$ cat src/rtl/fetch_stage.sv
// Instruction fetch stage: a pointer issues reads, returning words pass through an output register with a one-entry skid buffer.
// Optional build macro FETCH_MISALIGN_TRAP_EN: a misaligned redirect target halts fetch and raises misaligned.
module fetch_stage #(
    parameter int unsigned           ADDR_WIDTH   = 32,
    parameter int unsigned           DATA_WIDTH   = 32,
    parameter logic [ADDR_WIDTH-1:0] RESET_VECTOR = '0
) (
    input  logic                  clk,
    input  logic                  rst,
    output logic [ADDR_WIDTH-1:0] imem_addr,
    input  logic [DATA_WIDTH-1:0] imem_rdata,
    output logic [DATA_WIDTH-1:0] instr,
    output logic [ADDR_WIDTH-1:0] instr_pc,
    output logic                  instr_valid,
    input  logic                  instr_ready,
    input  logic                  pc_src,
    input  logic [ADDR_WIDTH-1:0] imm_op,
    output logic                  misaligned
);

    localparam logic [1:0] ST_RUN   = 2'd0;
    localparam logic [1:0] ST_FLUSH = 2'd1;
    localparam logic [1:0] ST_HALT  = 2'd2;

    logic [1:0]            state_q, state_d;
    logic [ADDR_WIDTH-1:0] fpc_q, fpc_d;
    logic                  infl_q, infl_d;
    logic [ADDR_WIDTH-1:0] infl_pc_q, infl_pc_d;
    logic                  out_valid_q, out_valid_d;
    logic [DATA_WIDTH-1:0] out_instr_q, out_instr_d;
    logic [ADDR_WIDTH-1:0] out_pc_q, out_pc_d;
    logic                  skid_valid_q, skid_valid_d;
    logic [DATA_WIDTH-1:0] skid_instr_q, skid_instr_d;
    logic [ADDR_WIDTH-1:0] skid_pc_q, skid_pc_d;
    logic                  misaligned_q, misaligned_d;

    logic                  issue_c;
    logic                  xfer_c;
    logic                  arrive_c;
    logic                  redirect_c;
    logic                  target_bad_c;
    logic [ADDR_WIDTH-1:0] target_c;

    // Next-state: fetch issue, word placement, redirect and halt.
    always_comb begin
        state_d      = state_q;
        fpc_d        = fpc_q;
        infl_d       = 1'b0;
        infl_pc_d    = infl_pc_q;
        out_valid_d  = out_valid_q;
        out_instr_d  = out_instr_q;
        out_pc_d     = out_pc_q;
        skid_valid_d = skid_valid_q;
        skid_instr_d = skid_instr_q;
        skid_pc_d    = skid_pc_q;
        misaligned_d = misaligned_q;

        issue_c    = ((state_q == ST_RUN) || (state_q == ST_FLUSH)) && !skid_valid_q;
        xfer_c     = out_valid_q && instr_ready;
        arrive_c   = infl_q && (state_q == ST_RUN);
        redirect_c = xfer_c && pc_src;
`ifdef FETCH_MISALIGN_TRAP_EN
        target_c     = out_pc_q + imm_op;
        target_bad_c = |target_c[1:0];
`else
        target_c     = (out_pc_q + imm_op) & ~ADDR_WIDTH'(3);
        target_bad_c = 1'b0;
`endif

        if (issue_c) begin
            fpc_d     = fpc_q + ADDR_WIDTH'(4);
            infl_d    = 1'b1;
            infl_pc_d = fpc_q;
        end
        if (state_q == ST_FLUSH) begin
            state_d = ST_RUN;
        end

        if (redirect_c) begin
            out_valid_d  = 1'b0;
            skid_valid_d = 1'b0;
            infl_d       = 1'b0;
            if (target_bad_c) begin
                state_d      = ST_HALT;
                misaligned_d = 1'b1;
            end else begin
                state_d = ST_FLUSH;
                fpc_d   = target_c;
            end
        end else if (xfer_c) begin
            if (skid_valid_q) begin
                out_instr_d  = skid_instr_q;
                out_pc_d     = skid_pc_q;
                skid_valid_d = arrive_c;
                skid_instr_d = arrive_c ? imem_rdata : skid_instr_q;
                skid_pc_d    = arrive_c ? infl_pc_q : skid_pc_q;
            end else if (arrive_c) begin
                out_instr_d = imem_rdata;
                out_pc_d    = infl_pc_q;
            end else begin
                out_valid_d = 1'b0;
            end
        end else if (arrive_c) begin
            if (!out_valid_q) begin
                out_valid_d = 1'b1;
                out_instr_d = imem_rdata;
                out_pc_d    = infl_pc_q;
            end else if (!skid_valid_q) begin
                skid_valid_d = 1'b1;
                skid_instr_d = imem_rdata;
                skid_pc_d    = infl_pc_q;
            end else begin
                // No room for this word: rewind so it is refetched once the skid drains.
                fpc_d = infl_pc_q;
            end
        end
    end

    always_ff @(posedge clk) begin
        if (rst) begin
            state_q      <= ST_RUN;
            fpc_q        <= RESET_VECTOR;
            infl_q       <= 1'b0;
            infl_pc_q    <= '0;
            out_valid_q  <= 1'b0;
            out_instr_q  <= '0;
            out_pc_q     <= '0;
            skid_valid_q <= 1'b0;
            skid_instr_q <= '0;
            skid_pc_q    <= '0;
            misaligned_q <= 1'b0;
        end else begin
            state_q      <= state_d;
            fpc_q        <= fpc_d;
            infl_q       <= infl_d;
            infl_pc_q    <= infl_pc_d;
            out_valid_q  <= out_valid_d;
            out_instr_q  <= out_instr_d;
            out_pc_q     <= out_pc_d;
            skid_valid_q <= skid_valid_d;
            skid_instr_q <= skid_instr_d;
            skid_pc_q    <= skid_pc_d;
            misaligned_q <= misaligned_d;
        end
    end

    assign imem_addr   = fpc_q;
    assign instr       = out_instr_q;
    assign instr_pc    = out_pc_q;
    assign instr_valid = out_valid_q;
    assign misaligned  = misaligned_q;

endmodule

$ cat config.mk
export PLATFORM = sky130hd
export DESIGN_NAME = fetch_stage
export DESIGN_NICKNAME = d
export VERILOG_FILES = /design/src/rtl/fetch_stage.sv
export SDC_FILE = /design/constraint.sdc
export NUM_CORES = 1
export LEC_CHECK = 0
export ABC_AREA = 1
export BUFFER_PORTS_ARGS = -buffer_cell sky130_fd_sc_hd__buf_2
export CAP_MARGIN = 0
export CORE_MARGIN = 4
export CORE_UTILIZATION = 61
export CTS_BUF_LIST = sky130_fd_sc_hd__clkbuf_4 sky130_fd_sc_hd__clkbuf_8 sky130_fd_sc_hd__clkbuf_16
export CTS_CLUSTER_DIAMETER = 150
export DETAILED_ROUTE_END_ITERATION = 8
export PLACE_DENSITY = 0.85
export SYNTH_ARGS = -nofsm -noshare
export SYNTH_HDL_FRONTEND = slang
export SYNTH_SLANG_ARGS = --single-unit
$ cat constraint.sdc
create_clock -name clk -period 3.6 [get_ports clk]
set_clock_uncertainty 0.05 [all_clocks]
set_input_delay 0 -clock clk [delete_from_list [all_inputs] [get_ports clk]]
set_output_delay 0 -clock clk [all_outputs]
set_load 0.005 [all_outputs]
==> impl_metrics.env, run 1 <==
export IMPL_outcome="completed"
export IMPL_synthAdderAreaFrac_pct=3.86
export IMPL_fp_coreArea_mm2=0.0175
export IMPL_yosysSeqAreaShare_pct=35.6
export IMPL_cts_tree="done"
export IMPL_worst_setup_path_end_kind="register"
export IMPL_synth_simple_area_share_pct=27.1
export IMPL_synth_area_leaders="dfxtp_1 36%, nand2_1 16%, inv_1 8.4%, a21oi_1 6.0%, o21ai_0 5.3%"
export IMPL_reg2reg_slack_ns=1.16
export IMPL_clkLatencyLatePin_ns=0.44
export IMPL_syn_to_final_growth_pct=16.9
export IMPL_cts_buffer_depth=2
export IMPL_r2r_end="imem_addr[17]"
export IMPL_async_flop_share_pct=0
export IMPL_synth_xor_area_share_pct=0.875
export IMPL_drv_cap=0
export IMPL_slew_headroom_pct=20.1
export IMPL_synth_common_cells="482 x nand2_1, 245 x inv_1, 196 x dfxtp_1"
export IMPL_synth_edf_count=0
export IMPL_worst_pin_slew_ns=1.20
export IMPL_clk_pin_slew_ns=0.07
export IMPL_wl_per_cell_um=15.9
export IMPL_setup_viol=0
export IMPL_grt_usage_pct=32.8
export IMPL_cp_common_cell="nand2_2"
export IMPL_fin_hold_ws_ns=0.0204
export IMPL_dieArea_mm2=0.0203
export IMPL_drt_iter0_drc=1193
export IMPL_synth_area_leader_cell="dfxtp_1"
export IMPL_gp_congestion=0.956
export IMPL_rsz0062_at_grt="false"
export IMPL_grt_max_degree=88
export IMPL_p_comb_share_pct=22.1
export IMPL_floorplan_initialDensity_pct=63.0
export IMPL_antenna_found_initial=0
export IMPL_synth_top_family_by_area="simple AND/OR/NAND/NOR gates"
export IMPL_grt_pass1_vias=11000
export IMPL_holdPathStages=5
export IMPL_synth_most_common_cell="nand2_1"
export IMPL_fillers=1425
export IMPL_drive_gt1_share_pct=13.7
export IMPL_switching_share_pct=31.2
export IMPL_finalMaxSlewViolations=0
export IMPL_first_pass_iters=6
export IMPL_ios=166
export IMPL_nets=1956
export IMPL_p_sw_mw=1.88
export IMPL_required_ns=3.92
export IMPL_p_leak_nw=6.08
export IMPL_slowest_stage="inv_1"
export IMPL_r2r_cells=6
export IMPL_diodes=0
export IMPL_final_setup_tns_ns=0
export IMPL_wl_mm=33.3
export IMPL_critPathKind="register to register"
export IMPL_power_share_sequential_pct=43.0
export IMPL_dieWidth_um=142
export IMPL_worstPathArrival_ns=2.77
export IMPL_hp_class="input port to register"
export IMPL_ys_warn_count=0
export IMPL_vdd_drop_max_mv=0.352
export IMPL_min_period_ns=2.44
export IMPL_htree_levels=4
export IMPL_hold_viol=0
export IMPL_synth_area_mux_share_pct=0
export IMPL_synth_cells=1702
export IMPL_dieHeight_um=142
export IMPL_fin_crit_sh_pct=67.9
export IMPL_vias=11700
export IMPL_clockRootBuffer="clkbuf_16"
export IMPL_hold_path_endpoint="imem_addr[29]"
export IMPL_dpl_hpwl_mm=22.8
export IMPL_p_int_mw=4.14
export IMPL_cts_sinks=196
export IMPL_synth_compound_area_share_pct=20.3
export IMPL_start_kind="register"
export IMPL_synth_top_cell_area_share_pct=35.6
export IMPL_reg2reg_from="instr_valid"
export IMPL_synth_cell_type_count=42
export IMPL_synthFlopType="dfxtp_1"
export IMPL_cts_resized=0
export IMPL_crit_fanout=25
export IMPL_cts_buffers=17
export IMPL_drc=0
export IMPL_ant_nets=0
export IMPL_hold_start="imm_op[29]"
export IMPL_crit_chain="nand2_2, inv_2, nand2_2, inv_1, nand3_1, a21oi_1"
export IMPL_rows=48
export IMPL_p_per_area_mw_per_mm2=468
export IMPL_syn_area_per_cell_um2=6.47
export IMPL_syn_nets=1804
export IMPL_cpPeakStageDelay_ns=0.85
export IMPL_netlist_area_mm2=0.0110
export IMPL_p_clk_share_pct=35.0
export IMPL_portBuffers=164
export IMPL_grt_ovfl_total=0
export IMPL_grt_pass1_wl_mm=54.2
export IMPL_fmax_mhz=409
export IMPL_viasPerCell=5.60
export IMPL_ys_ff_latch=196
metal layers:
| metal | up-vias | track usage, % | part of all wire, % |
|---|---|---|---|
| li1 | 5782 | - | - |
| met1 | 5300 | 43.0 | 41 |
| met2 | 559 | 53.0 | 46 |
| met3 | 74 | 7.80 | 10 |
| met4 | 0 | 12.2 | 2.7 |
| met5 | - | 0 | 0 |
how the worst max path moves through the flow:
| stage | cells past startpoint | start | to | slack (ns) |
|---|---|---|---|---|
| floorplan | 11 | instr_pc[8] | imem_addr[30] | 1.96 |
| global placement | 6 | instr_valid | imem_addr[22] | 1.38 |
| detailed placement | 6 | instr_valid | imem_addr[24] | 1.29 |
| CTS | 6 | instr_valid | imem_addr[21] | 1.24 |
| global route | 6 | instr_valid | imem_addr[21] | 0.97 |
| finish | 6 | instr_valid | imem_addr[17] | 1.16 |
worst max-delay path: cells and delay by family (launching register included):
kind	cells	cell delay (ns)
buffers and inverters	2	0.95
and+or+nand+nor	3	0.73
DFF	1	0.43
AOI/OAI and AO/OA	1	0.20
area by class of cell:
cell class	instances	area (um^2)	share of cell area, %
multi-input combinational	1170	5750	44.7
sequential	196	3920	30.5
timing repair buffer	214	1300	10.1
inverter	255	960	7.46
clock buffer	19	447	3.47
tap	225	282	2.19
clock inverter	12	201	1.57
power groups by stage:
stage	Combinational [mW]	Sequential [mW]	Clock, mW
finish	1.33	2.59	2.10
global route	1.50	2.61	2.19
CTS	1.31	2.57	2.11
detailed placement	1.26	2.62	0
global placement	1.23	2.61	0
floorplan	0.871	2.57	0
metrics by stage:
stage               utilization [%]  cell area, um^2  setup WS, ns  instances  power, mW
global route                   73.6            12900         0.973       2091       6.30
detailed placement             67.8            11900          1.29       2024       3.88
CTS                            73.6            12900          1.24       2091       5.99
finish                         73.6            12900          1.16       2091       6.02
global placement               67.8            11900          1.38       2024       3.85
floorplan                         -            11000          1.96       1702       3.44
kinds of logic after synthesis:
kind of cell | after synthesis
xor+xnor | 11
simple gates | 711
compound gates | 413
other cells | 1
buf+inv | 336
flops | 196
fa+ha+maj | 34
placed cells by master (no fill, tap or decap), types with 6 or more instances in the layout:
master / n
nand4_1: 9
clkbuf_16: 17
inv_1: 244
o211ai_1: 11
a31oi_1: 67
o21ai_0: 116
buf_4: 13
nand2_1: 482
nand3_1: 61
dlygate4sd3_1: 36
o21ai_1: 69
dfxtp_1: 196
buf_2: 164
nor2_2: 8
a21oi_1: 132
nor2_4: 6
nor2_1: 105
nand3b_1: 11
nand2_2: 9
ha_1: 34
o21bai_1: 6
inv_2: 9
xor2_1: 9
flip-flops by register name (all words and copies together), names as in the netlist, named ones only:
register      flops
instr            32
imem_addr        30
skid_valid_q      1
state_q           1
instr_pc         32
infl_q            1
skid_instr_q     32
skid_pc_q        32
instr_valid       1
infl_pc_q        32
what timing repair did:
| action | in CTS | in global routing |
|---|---|---|
| hold endpoints to repair | 69 | 0 |
| setup buffers | 0 | 0 |
| hold buffers | 36 | 0 |
(Power assumes the default switching activity.)
==> run 2: changes to the inputs <==
ABC_AREA = 0   (was 1)
CORE_UTILIZATION = 57   (was 61)
PLACE_DENSITY = 0.81   (was 0.85)
clock period = 2.5 ns   (was 3.6 ns; I/O delays follow)
==> impl_metrics.env, run 2 <==
export IMPL_synth_area_leader_cell="dfxtp_1"
export IMPL_syn_nets=1271
export IMPL_finalMaxSlewViolations=0
export IMPL_slew_headroom_pct=42.0
export IMPL_final_cell_mix="195 x dfxtp_1, 165 x nand2_1, 163 x buf_2"
export IMPL_fmax_mhz=410
export IMPL_hold_viol=0
export IMPL_dieArea_mm2=0.0192
export IMPL_grt_pass1_vias=8583
export IMPL_fin_hold_ws_ns=0.0136
export IMPL_cts_buffers=17
export IMPL_synthFlopType="dfxtp_1"
export IMPL_floorplan_initialDensity_pct=58.3
export IMPL_gp_congestion=0.926
export IMPL_synth_cell_type_count=59
export IMPL_power_share_sequential_pct=44.1
export IMPL_outcome="completed"
export IMPL_final_setup_tns_ns=0
export IMPL_antenna_found_initial=2
export IMPL_first_pass_iters=5
export IMPL_clkLatencyLatePin_ns=0.44
export IMPL_grt_usage_pct=27.0
export IMPL_viasPerCell=5.81
export IMPL_wl_mm=26.6
export IMPL_synth_cells=1169
export IMPL_drt_iter0_drc=633
export IMPL_p_clk_share_pct=32.7
export IMPL_yosysSeqAreaShare_pct=40.4
export IMPL_grt_pass1_wl_mm=43.3
export IMPL_critPathKind="register to register"
export IMPL_p_leak_nw=5.22
export IMPL_worst_pin_slew_ns=0.870
export IMPL_ys_warn_count=0
export IMPL_crit_fanout=3
export IMPL_ys_ff_latch=196
export IMPL_final_common_cell="dfxtp_1"
export IMPL_synth_edf_count=0
export IMPL_synth_top_cell_area_share_pct=40.4
export IMPL_p_comb_share_pct=23.1
export IMPL_nets=1443
export IMPL_htree_levels=4
export IMPL_cts_buffer_depth=2
export IMPL_post_place_ws_ns=0.0456
export IMPL_vdd_drop_max_mv=0.650
export IMPL_ant_nets=0
export IMPL_synth_area_leaders="dfxtp_1 40%, mux2i_1 10%, nand2_1 6.4%, nor2_1 6.3%, a211oi_1 6.0%"
export IMPL_rows=47
export IMPL_portBuffers=164
export IMPL_postLayoutSetupSlackWorst_ns=0.0635
export IMPL_rsz0062_at_grt="true"
export IMPL_fin_total_pwr_mw=8.08
export IMPL_grt_ovfl_total=0
export IMPL_dieHeight_um=138
export IMPL_worst_setup_path_end_kind="register"
export IMPL_p_per_area_mw_per_mm2=682
export IMPL_syn_to_final_growth_pct=22.2
export IMPL_setup_viol=0
export IMPL_grt_max_degree=85
export IMPL_final_cell_area_mm2=0.0119
export IMPL_fin_crit_sh_pct=97.5
export IMPL_cts_tree="done"
export IMPL_start_kind="register"
export IMPL_drc=0
export IMPL_diodes=0
export IMPL_netlist_area_mm2=0.00970
export IMPL_wl_per_cell_um=16.9
export IMPL_async_flop_share_pct=0
export IMPL_synth_common_cells="196 x dfxtp_1, 166 x nand2_1, 162 x nor2_1"
export IMPL_fp_coreArea_mm2=0.0166
export IMPL_vias=9149
export IMPL_ios=166
export IMPL_hp_class="input port to register"
export IMPL_worstPathArrival_ns=2.75
export IMPL_syn_area_per_cell_um2=8.30
export IMPL_min_period_ns=2.44
export IMPL_cts_sinks=196
export IMPL_switching_share_pct=31.8
export IMPL_clockRootBuffer="clkbuf_16"
export IMPL_post_dp_cell_area_mm2=0.0108
export IMPL_p_int_mw=5.51
export IMPL_dpl_hpwl_mm=18.1
export IMPL_drive_gt1_share_pct=19.1
export IMPL_p_sw_mw=2.57
export IMPL_clk_pin_slew_ns=0.07
export IMPL_dieWidth_um=138
export IMPL_drv_cap=0
export IMPL_required_ns=2.81
export IMPL_synth_most_common_cell="dfxtp_1"
-- run 2: worst max-delay path, stage by stage, from the launching register on --
cell      delay (ns)
dfxtp_1         0.34
ha_4            0.29
nand4_1         0.18
a21boi_2        0.30
o31ai_4         0.11
a311oi_4        0.42
a21oi_4         0.13
o21ai_4         0.21
xnor2_2         0.10
a211oi_2        0.23
-- run 2: kinds of logic (layout without fill, tap and decap cells) --
| logic type | count (synthesis) | after routing | synth area share (%) |
|---|---|---|---|
| fa+ha+maj | 34 | 34 | 4.38 |
| compound gates | 279 | 279 | 18.5 |
| mux | 99 | 99 | 10.2 |
| buf+inv | 96 | 281 | 3.87 |
| other cells | 1 | 1 | 0.0386 |
| xor+xnor | 46 | 46 | 4.15 |
| flops | 196 | 196 | 40.4 |
| simple gates | 418 | 418 | 18.4 |
-- run 2: layout make-up --
type | instances | area (um^2)
repair buffers | 233 | 1480
multi-input cells | 877 | 5550
flip-flops and latches | 196 | 3930
well taps | 220 | 275
fillers | 1281 | 4790
clock inverters | 13 | 118
clock buffers | 19 | 447
inverters | 16 | 60.1
-- run 2: path summary, 6_finish.rpt --
check	startpoint	endpoint	slack [ns]	cells after the start
min	imm_op[9]	imem_addr[9]	0.01	4
min reg2reg	skid_instr_q[31]	skid_instr_q[31]	0.40	2
max reg2reg	instr_pc[2]	imem_addr[25]	0.06	9
max	instr_pc[2]	imem_addr[25]	0.06	9
-- run 2: per-stage QoR --
stage	utilization, %	cells
detailed placement	64.8	1504
CTS	70.4	1571
finish	71.2	1574
floorplan	-	1169
global placement	64.8	1504
global route	71.2	1574
-- run 2: routing by layer --
metal  vias to the layer above  global-route usage, %  wire length [um]
met5                         -                      0                15
met2                       341                   44.2             12800
met1                      4311                   34.6             11200
li1                       4445                      -                 -
met4                         4                   9.67               560
met3                        48                   6.73              2100
-- run 2: repair_timing --
item,4_1_cts,5_1_grt
buffers inserted,0,3
hold buffers,35,0
endpoints found under the setup margin,1,6
resized for setup,1,15
pin swaps,0,6
hold endpoints to repair,79,0
-- run 2: power by group through the flow --
stage	registers (mW)	clock network (mW)	logic (mW)
2_1_floorplan	3.61	0	1.14
3_3_place_gp	3.62	0	1.70
3_5_place_dp	3.62	0	1.74
4_1_cts	3.56	2.68	1.80
5_1_grt	3.60	2.80	2.07
6_report	3.57	2.64	1.87
